--- src/rtl/hazard_ctrl_pkg.sv ---
// Shared pipeline constants: forwarding-select encodings, hazard FSM states,
// the shadow-slot record and small helpers used by the hazard unit.
package hazard_ctrl_pkg;

  localparam logic [1:0] FW_RF  = 2'd0;
  localparam logic [1:0] FW_MEM = 2'd1;
  localparam logic [1:0] FW_WB  = 2'd2;

  localparam logic [1:0] ST_RUN     = 2'd0;
  localparam logic [1:0] ST_LDSTALL = 2'd1;
  localparam logic [1:0] ST_MWAIT   = 2'd2;

  typedef struct packed {
    logic [4:0] rd;
    logic       wb_en;
    logic       is_load;
  } shadow_t;

  // x0 is hard-wired zero, so it never produces a dependency
  function automatic logic reg_match(input logic [4:0] rs, input logic used,
                                     input logic [4:0] rd, input logic wb_en);
    return used && wb_en && (rs != 5'd0) && (rs == rd);
  endfunction

  function automatic logic [31:0] sat_inc(input logic [31:0] value);
    return (value == 32'hFFFF_FFFF) ? value : value + 32'd1;
  endfunction

endpackage

--- src/rtl/hazard_fw_cmp.sv ---
// Per-source dependency comparator: picks the forwarding source for one
// operand and flags a load-use hazard against the EX slot.
module hazard_fw_cmp
  import hazard_ctrl_pkg::*;
(
  input  logic [4:0] rs,
  input  logic       used,
  input  logic [4:0] ex_rd,
  input  logic       ex_wb_en,
  input  logic       ex_is_load,
  input  logic [4:0] mem_rd,
  input  logic       mem_wb_en,
  output logic [1:0] fw_sel,
  output logic       lu_hit
);

  logic ex_hit_s;
  logic mem_hit_s;

  // EX-slot match wins over MEM-slot match; a load in EX cannot forward yet
  always_comb begin
    ex_hit_s  = reg_match(rs, used, ex_rd, ex_wb_en);
    mem_hit_s = reg_match(rs, used, mem_rd, mem_wb_en);
    lu_hit    = ex_hit_s && ex_is_load;
    if (ex_hit_s && !ex_is_load) begin
      fw_sel = FW_MEM;
    end else if (mem_hit_s) begin
      fw_sel = FW_WB;
    end else begin
      fw_sel = FW_RF;
    end
  end

endmodule

--- src/rtl/hazard_ctrl.sv ---
// Pipeline hazard unit: shadow destination tracking, operand forwarding
// selects, load-use stall, branch flush, memory-wait freeze and event counters.
module hazard_ctrl
  import hazard_ctrl_pkg::*;
(
  input  logic        clk,
  input  logic        rst,
  input  logic [4:0]  i_id_rs1,
  input  logic [4:0]  i_id_rs2,
  input  logic        i_id_rs1_used,
  input  logic        i_id_rs2_used,
  input  logic [4:0]  i_id_rd,
  input  logic        i_id_wb_en,
  input  logic        i_id_is_load,
  input  logic        i_ex_do_branch,
  input  logic        i_mem_req,
  input  logic        i_dmem_ready,
  output logic [1:0]  o_fw1_sel,
  output logic [1:0]  o_fw2_sel,
  output logic        o_stall,
  output logic        o_bubble,
  output logic        o_flush,
  output logic        o_freeze,
  output logic [31:0] o_stall_cnt,
  output logic [31:0] o_flush_cnt
);

  shadow_t     ex_r;
  logic [4:0]  mem_rd_r;
  logic        mem_wb_en_r;
  logic [1:0]  state_r;
  logic [1:0]  state_nxt_s;
  logic [1:0]  fw1_r;
  logic [1:0]  fw2_r;
  logic [31:0] stall_cnt_r;
  logic [31:0] flush_cnt_r;
  logic [1:0]  fw1_nxt_s;
  logic [1:0]  fw2_nxt_s;
  logic        lu1_s;
  logic        lu2_s;
  logic        mem_wait_s;
  logic        freeze_s;
  logic        flush_s;
  logic        stall_s;

  hazard_fw_cmp u_cmp1 (
    .rs         (i_id_rs1),
    .used       (i_id_rs1_used),
    .ex_rd      (ex_r.rd),
    .ex_wb_en   (ex_r.wb_en),
    .ex_is_load (ex_r.is_load),
    .mem_rd     (mem_rd_r),
    .mem_wb_en  (mem_wb_en_r),
    .fw_sel     (fw1_nxt_s),
    .lu_hit     (lu1_s)
  );

  hazard_fw_cmp u_cmp2 (
    .rs         (i_id_rs2),
    .used       (i_id_rs2_used),
    .ex_rd      (ex_r.rd),
    .ex_wb_en   (ex_r.wb_en),
    .ex_is_load (ex_r.is_load),
    .mem_rd     (mem_rd_r),
    .mem_wb_en  (mem_wb_en_r),
    .fw_sel     (fw2_nxt_s),
    .lu_hit     (lu2_s)
  );

  // Control priority: freeze masks flush, flush squashes a load-use stall.
  // In MWAIT the freeze drops in the very cycle the memory reports ready.
  always_comb begin
    mem_wait_s = i_mem_req && !i_dmem_ready;
    if (!rst) begin
      freeze_s = 1'b0;
    end else if (state_r == ST_MWAIT) begin
      freeze_s = !i_dmem_ready;
    end else begin
      freeze_s = mem_wait_s;
    end
    flush_s = rst && !freeze_s && i_ex_do_branch;
    stall_s = rst && !freeze_s && !flush_s && (lu1_s || lu2_s);
  end

  // FSM next-state
  always_comb begin
    state_nxt_s = ST_RUN;
    case (state_r)
      ST_RUN: begin
        if (mem_wait_s) begin
          state_nxt_s = ST_MWAIT;
        end else if (stall_s) begin
          state_nxt_s = ST_LDSTALL;
        end else begin
          state_nxt_s = ST_RUN;
        end
      end
      ST_LDSTALL: begin
        if (mem_wait_s) begin
          state_nxt_s = ST_MWAIT;
        end else begin
          state_nxt_s = ST_RUN;
        end
      end
      ST_MWAIT: begin
        if (i_dmem_ready) begin
          state_nxt_s = ST_RUN;
        end else begin
          state_nxt_s = ST_MWAIT;
        end
      end
      default: state_nxt_s = ST_RUN;
    endcase
  end

  // FSM state register
  always_ff @(posedge clk or negedge rst) begin
    if (!rst) begin
      state_r <= ST_RUN;
    end else begin
      state_r <= state_nxt_s;
    end
  end

  // Shadow pipeline and forwarding selects advance together with ID/EX
  always_ff @(posedge clk or negedge rst) begin
    if (!rst) begin
      ex_r.rd      <= 5'd0;
      ex_r.wb_en   <= 1'b0;
      ex_r.is_load <= 1'b0;
      mem_rd_r     <= 5'd0;
      mem_wb_en_r  <= 1'b0;
      fw1_r        <= FW_RF;
      fw2_r        <= FW_RF;
    end else if (!freeze_s) begin
      mem_rd_r    <= ex_r.rd;
      mem_wb_en_r <= ex_r.wb_en;
      if (stall_s || flush_s) begin
        ex_r.rd      <= 5'd0;
        ex_r.wb_en   <= 1'b0;
        ex_r.is_load <= 1'b0;
        fw1_r        <= FW_RF;
        fw2_r        <= FW_RF;
      end else begin
        ex_r.rd      <= i_id_rd;
        ex_r.wb_en   <= i_id_wb_en;
        ex_r.is_load <= i_id_is_load;
        fw1_r        <= fw1_nxt_s;
        fw2_r        <= fw2_nxt_s;
      end
    end
  end

  // Saturating event counters
  always_ff @(posedge clk or negedge rst) begin
    if (!rst) begin
      stall_cnt_r <= 32'd0;
      flush_cnt_r <= 32'd0;
    end else begin
      if (stall_s || freeze_s) begin
        stall_cnt_r <= sat_inc(stall_cnt_r);
      end
      if (flush_s) begin
        flush_cnt_r <= sat_inc(flush_cnt_r);
      end
    end
  end

  assign o_fw1_sel   = fw1_r;
  assign o_fw2_sel   = fw2_r;
  assign o_stall     = stall_s;
  assign o_bubble    = stall_s;
  assign o_flush     = flush_s;
  assign o_freeze    = freeze_s;
  assign o_stall_cnt = stall_cnt_r;
  assign o_flush_cnt = flush_cnt_r;

endmodule

--- config.mk ---
export PLATFORM = sky130hd
export DESIGN_NAME = hazard_ctrl
export DESIGN_NICKNAME = d
export VERILOG_FILES = /design/src/rtl/hazard_ctrl_pkg.sv /design/src/rtl/hazard_fw_cmp.sv /design/src/rtl/hazard_ctrl.sv
export SDC_FILE = /design/constraint.sdc
export NUM_CORES = 1
export LEC_CHECK = 0
export ABC_CLOCK_PERIOD_IN_PS = 2700
export CORE_MARGIN = 2
export CORE_UTILIZATION = 50
export CTS_BUF_LIST = sky130_fd_sc_hd__clkbuf_4 sky130_fd_sc_hd__clkbuf_8
export DETAILED_ROUTE_END_ITERATION = 7
export PLACE_DENSITY_LB_ADDON = 0.08
export REMOVE_ABC_BUFFERS = 1
export SLEW_MARGIN = 25
export SYNTH_ARGS = -nofsm -noshare
export SYNTH_HDL_FRONTEND = slang
export SYNTH_HIERARCHICAL = 1
export SYNTH_SLANG_ARGS = --single-unit
--- constraint.sdc ---
create_clock -name clk -period 2.7 [get_ports clk]
set_input_delay 0.54 -clock clk [delete_from_list [all_inputs] [get_ports clk]]
set_output_delay 0.54 -clock clk [all_outputs]
set_load 0.05 [all_outputs]
# ---- Yosys cells after proc, flatten, opt, wreduce, memory -nomap -nowiden
# Cells that the tools add are included.
dict set report classes {
  add_sub_neg 2
  n_eq_ne 8
  muxes 14
  bitwise 2
  n_reduce_logical 33
}
# operator count
set op_table {}
lappend op_table {{32-bit by 1-bit adder with 32-bit output (second input constant)} 2}
lappend op_table {{32-bit == test (second input constant)} 2}
lappend op_table {{1-bit logical AND} 21}
lappend op_table {{5-bit == test} 4}
lappend op_table {{2-bit two-way mux} 9}
lappend op_table {{5-bit nonzero test} 2}
lappend op_table {{7-bit two-way mux} 1}
lappend op_table {{2-bit case mux with 3 select lines} 1}
lappend op_table {{1-bit zero test} 4}
lappend op_table {{2-bit AND reduction} 2}
lappend op_table {{1-bit logical OR} 3}
lappend op_table {{1-bit two-way mux} 3}
lappend op_table {{2-bit by 1-bit == test with 1-bit output (second input constant)} 1}
lappend op_table {{2-bit == test (second input constant)} 1}
lappend op_table {{2-bit zero test} 1}
lappend op_table {{1-bit inverter} 2}
dict set report totals {
  reg_bits 83
  input_bits 24
  out_inout_bits 72
}

# ---- Logic depth before layout (Yosys ltp)
dict set report depth {
  ltp_word 13
  mapped_depth 9
  mapped_depth_nobuf 8
}

# ---- Cells and area by module
# The synthesis kept the hierarchy.
# module instances cells_each area_each_um2 seq_area_each_um2
set by_module_without_submodules {}
lappend by_module_without_submodules {hazard_ctrl 1 368 3907.5 2077.0}
lappend by_module_without_submodules {hazard_fw_cmp 2 23 177.7 0.0}

# ---- Least setup slack after synthesis
# OpenSTA, ideal clock, no wires.
dict set report synth_path {
  path_kind {input to output}
  start {input i_id_rs2[2]}
  end {output o_stall}
  arrival_time_ps 2443
  required_ps 2160
  slack_ps -283
  stages 6
  n_path_buf 1
  cell_sequence {xor2_1 nor4_2 and3_1 o211ai_1 nor2_1 buf_4}
}
dict set report synth_via {
  elab_chain_len 6
  elab_cells_between_ends 7
  cone_classes {1 x eq/ne; 6 x reduce/logical}
}
# element line
set synth_lines {}
lappend synth_lines {{start, declared} hazard_ctrl.sv:9} ;# input logic [4:0] i_id_rs2,
lappend synth_lines {{5-bit nonzero test} hazard_ctrl_pkg.sv:22} ;# return used && wb_en && (rs != 5'd0) && (rs == rd);
lappend synth_lines {{1-bit logical AND} hazard_ctrl_pkg.sv:22}
lappend synth_lines {{1-bit logical AND *} hazard_ctrl_pkg.sv:22}
lappend synth_lines {{1-bit logical AND *} hazard_fw_cmp.sv:24} ;# lu_hit = ex_hit_s && ex_is_load;
lappend synth_lines {{via lu2_s} hazard_ctrl.sv:40} ;# logic lu2_s;
lappend synth_lines {{1-bit logical OR *} hazard_ctrl.sv:82} ;# stall_s = rst && !freeze_s && !flush_s && (lu1_s || lu2_s);
lappend synth_lines {{1-bit logical AND *} hazard_ctrl.sv:82}
lappend synth_lines {{end, declared} hazard_ctrl.sv:20} ;# output logic o_stall,
# The timed path passes the listed nets; every way through them passes the cells marked *.

# ---- Worst setup path in the final report
dict set report layout_path {
  start {input i_id_rs2[3]}
  end {output o_bubble}
}
dict set report layout_via {
  elab_chain_len 6
  elab_cells_between_ends 7
  cone_classes {1 x eq/ne; 6 x reduce/logical}
}
# element line
set layout_lines {}
lappend layout_lines {{5-bit nonzero test} hazard_ctrl_pkg.sv:22}
lappend layout_lines {{1-bit logical AND} hazard_ctrl_pkg.sv:22}
lappend layout_lines {{1-bit logical AND *} hazard_ctrl_pkg.sv:22}
lappend layout_lines {{1-bit logical AND *} hazard_fw_cmp.sv:24}
lappend layout_lines {{via lu2_s} hazard_ctrl.sv:40}
lappend layout_lines {{1-bit logical OR *} hazard_ctrl.sv:82}
lappend layout_lines {{1-bit logical AND *} hazard_ctrl.sv:82}
lappend layout_lines {{end, declared} hazard_ctrl.sv:21} ;# output logic o_bubble,
# Marks and branches as above.

==> results.toml <==
[floorplan]
die_h_um = 96.3
die-area_um2 = 9280
ioPinCount = 96
core-area_um2 = 8260
die_x_um = 96.3
rows = 33
start_util = 0.516

[clock_network]
htree_levels = 3
root_buffer = "clkbuf_8"
cts_hold_repair.buffers = 0
clock_sinks = 83
clk_latency_ps = 360
cts_tree = "built"
path_clk_slew_ps = 90
clockBufferDepth = 2
numCtsBuffers = 9

[setup_path]
cp-start-kind = "primary input"
crit_path_end_kind = "primary output"
cp.arrival_ps = 2070
cpPeakStageDelay_ps = 290
cp.required_ps = 2160
crit_chain = "dlygate4sd2_1 > nor4_4 > nand2_1 > and3_4 > and3_1 > o211ai_1 > nor2_2 > buf_6"
worst-setup-path-type = "in2out"
cpMaxStageDelayCell = "dlygate4sd2_1"
rrSetupSlack_ps = 180
cp_max_fo = 3

[pwr]
combPwrFrac = 0.231
power.total_mw = 3.23
power_switching_mw = 1.04
p_leak_nw = 2.59
power.density_nw_per_um2 = 555
p_int_mw = 2.20
ir_drop_mv = 0.523
pwr-share-clk = 0.312
switching_share = 0.321
pwr-share-seq = 0.456

[synthesis]
synth_xor_area_frac = 0.156
synthArstFlopShare = 1.00
synth_fa_ha_area_frac = 0.00587
synth.most_common_cell = "dfrtp_1"
synth_ff_type = "dfrtp_1"
synth_common_cells = "dfrtp_1, xnor2_1, nand2_1, nand4_1, nand3_1"
synth_edf_count = 0
synth_top_cell_by_area = "dfrtp_1"
synth_top_family_by_area = "simple AND/OR/NAND/NOR gates"
synth-warning-count = 6
synthSimpleGateAreaFrac = 0.269
synth.cell_area_um2 = 4260
synth_top_area_share = 0.487
syn_inst = 414
avgSynthCellArea_um2 = 10.3
synth_area_leaders = "dfrtp_1, xnor2_1, xor2_1, nand4_1, nand2_1"
synthDistinctLibCells = 47
synth_compound_area_frac = 0.0520
ys_seq_area_frac = 0.487
muxShareOfSynthArea = 0.00792
ys_ff_latch = 83

[detailed_routing]
vias_per_cell = 5.59
drc = 0
drt_iter0_drc = 150
routed_wl_mm = 10.3
num_vias = 3650
wl_per_cell_um = 15.7
ant_nets = 0
drtPass1Iterations = 4

[timing]
fin_crit_sh = 0.967
skew_ps = 12.4
period_minus_slack_ps = 2610
slew_headroom = 0.648
setup_viol_count_final = 0
hold_viol = 0
max_freq_mhz = 383
worst_hold_slack_ps = 12.4
worstMarginPinSlew_ps = 527
grt_setup_unrepaired = "no"
slew_violations = 0

[finish]
register_area_um2 = 2080
drive_above_1_share = 0.150
fin_cells = 653
multi_input_area_um2 = 2130
nets = 569
fillCellCount = 648
diodes = 0
area.growth.synth_to_final_pct = 36.6

[grt]
grt_pass1_wl_mm = 16.6
grt_start_max_net_pins = 38
grt_overflow = 0
grt_pass1_vias = 3507
antenna_found_initial = 0
grtUsageTotal = 0.228

[outcome]
status = "completed"

[place]
gp_congestion = 0.811
dp_hpwl_mm = 7.39
io_buffers = 95
placedCellCount = 636

[worst_hold_path]
hp-class = "in2async"

[flow_run]
drv_cap = 0
## final cells by class
type                    count  area share
clock buffers              12      0.0262
inverters                  10     0.00645
well taps                 105      0.0226
flip-flops and latches     83       0.357
multi-input cells         310       0.366
repair buffers            129       0.209
clock inverters             4      0.0127
## metal layers
layer	GRT usage	vias to the layer above	share of wire
li1	-	1740	-
met5	0	-	0
met1	0.319	1796	0.47
met3	0.0352	16	0.044
met4	0.0939	0	0.017
met2	0.356	98	0.47
## critical path: cells and delay by family
family / cells / cell delay, ps
compound gates: 1 / 250
simple gates: 5 / 830
buf+inv: 2 / 450
## what timing repair did
item                                    4_1_cts  5_1_grt
endpoints found under the setup margin        3        6
buffers inserted                              2        0
resized for setup                            12       16
pin swaps                                     7        7
## sequential cells by signal, summed over array words and instances (netlist names)
name and count:
mem_wb_en_r 1, state_r 2, o_fw2_sel 2, o_stall_cnt 32, mem_rd_r 5, o_fw1_sel 2
ex_r 7, o_flush_cnt 32
## through the flow
step	setup WS [ps]	utilization	TNS, ps	cell area (um2)
floorplan	-524	-	-1050	4210
CTS	17.0	0.702	0	5800
detailed placement	-347	0.672	-7650	5550
global placement	-291	0.672	-6530	5550
finish	89.4	0.705	0	5820
global route	5.43	0.705	0	5820
## power groups by stage
stage,combinational [mW],sequential [mW],clock (mW)
2_1_floorplan,0.206,1.71,0
3_3_place_gp,0.732,1.49,0
3_5_place_dp,0.744,1.50,0
4_1_cts,0.749,1.47,1.02
5_1_grt,0.798,1.49,1.06
6_report,0.748,1.48,1.01
## worst paths after layout
path                        startpoint         endpoint  cells past startpoint
hold / removal                     rst  o_flush_cnt[26]                      1
hold reg to reg             state_r[0]       state_r[0]                      1
setup / recovery           i_id_rs2[3]         o_bubble                      8
min in group clk            state_r[0]       state_r[0]                      1
setup reg to reg               ex_r[2]  o_stall_cnt[30]                      9
max in group asynchronous          rst  o_stall_cnt[29]                      2
## placed cells by master (no fill, tap or decap), types with 3 or more instances in the layout
master,n
dfrtp_1,83
inv_2,4
nand4_1,32
buf_4,33
nand3_1,31
buf_6,4
and2_1,4
a31oi_1,7
and3_1,25
clkdlybuf4s50_1,80
xor2_1,24
nand2_1,44
nor2_1,18
inv_1,6
clkbuf_8,10
a22o_1,11
nor3_1,5
nor2b_1,3
nor4_2,4
clkbuf_2,3
xnor2_1,52
nor2_2,4
and4_1,10
dlygate4sd2_1,5
## cell families after synthesis
group	Yosys count
xor+xnor	76
mux	3
simple gates	199
buf+inv	21
flops	83
compound gates	30
fa+ha+maj	2
Note: power is estimated with default switching activity, not from simulation.
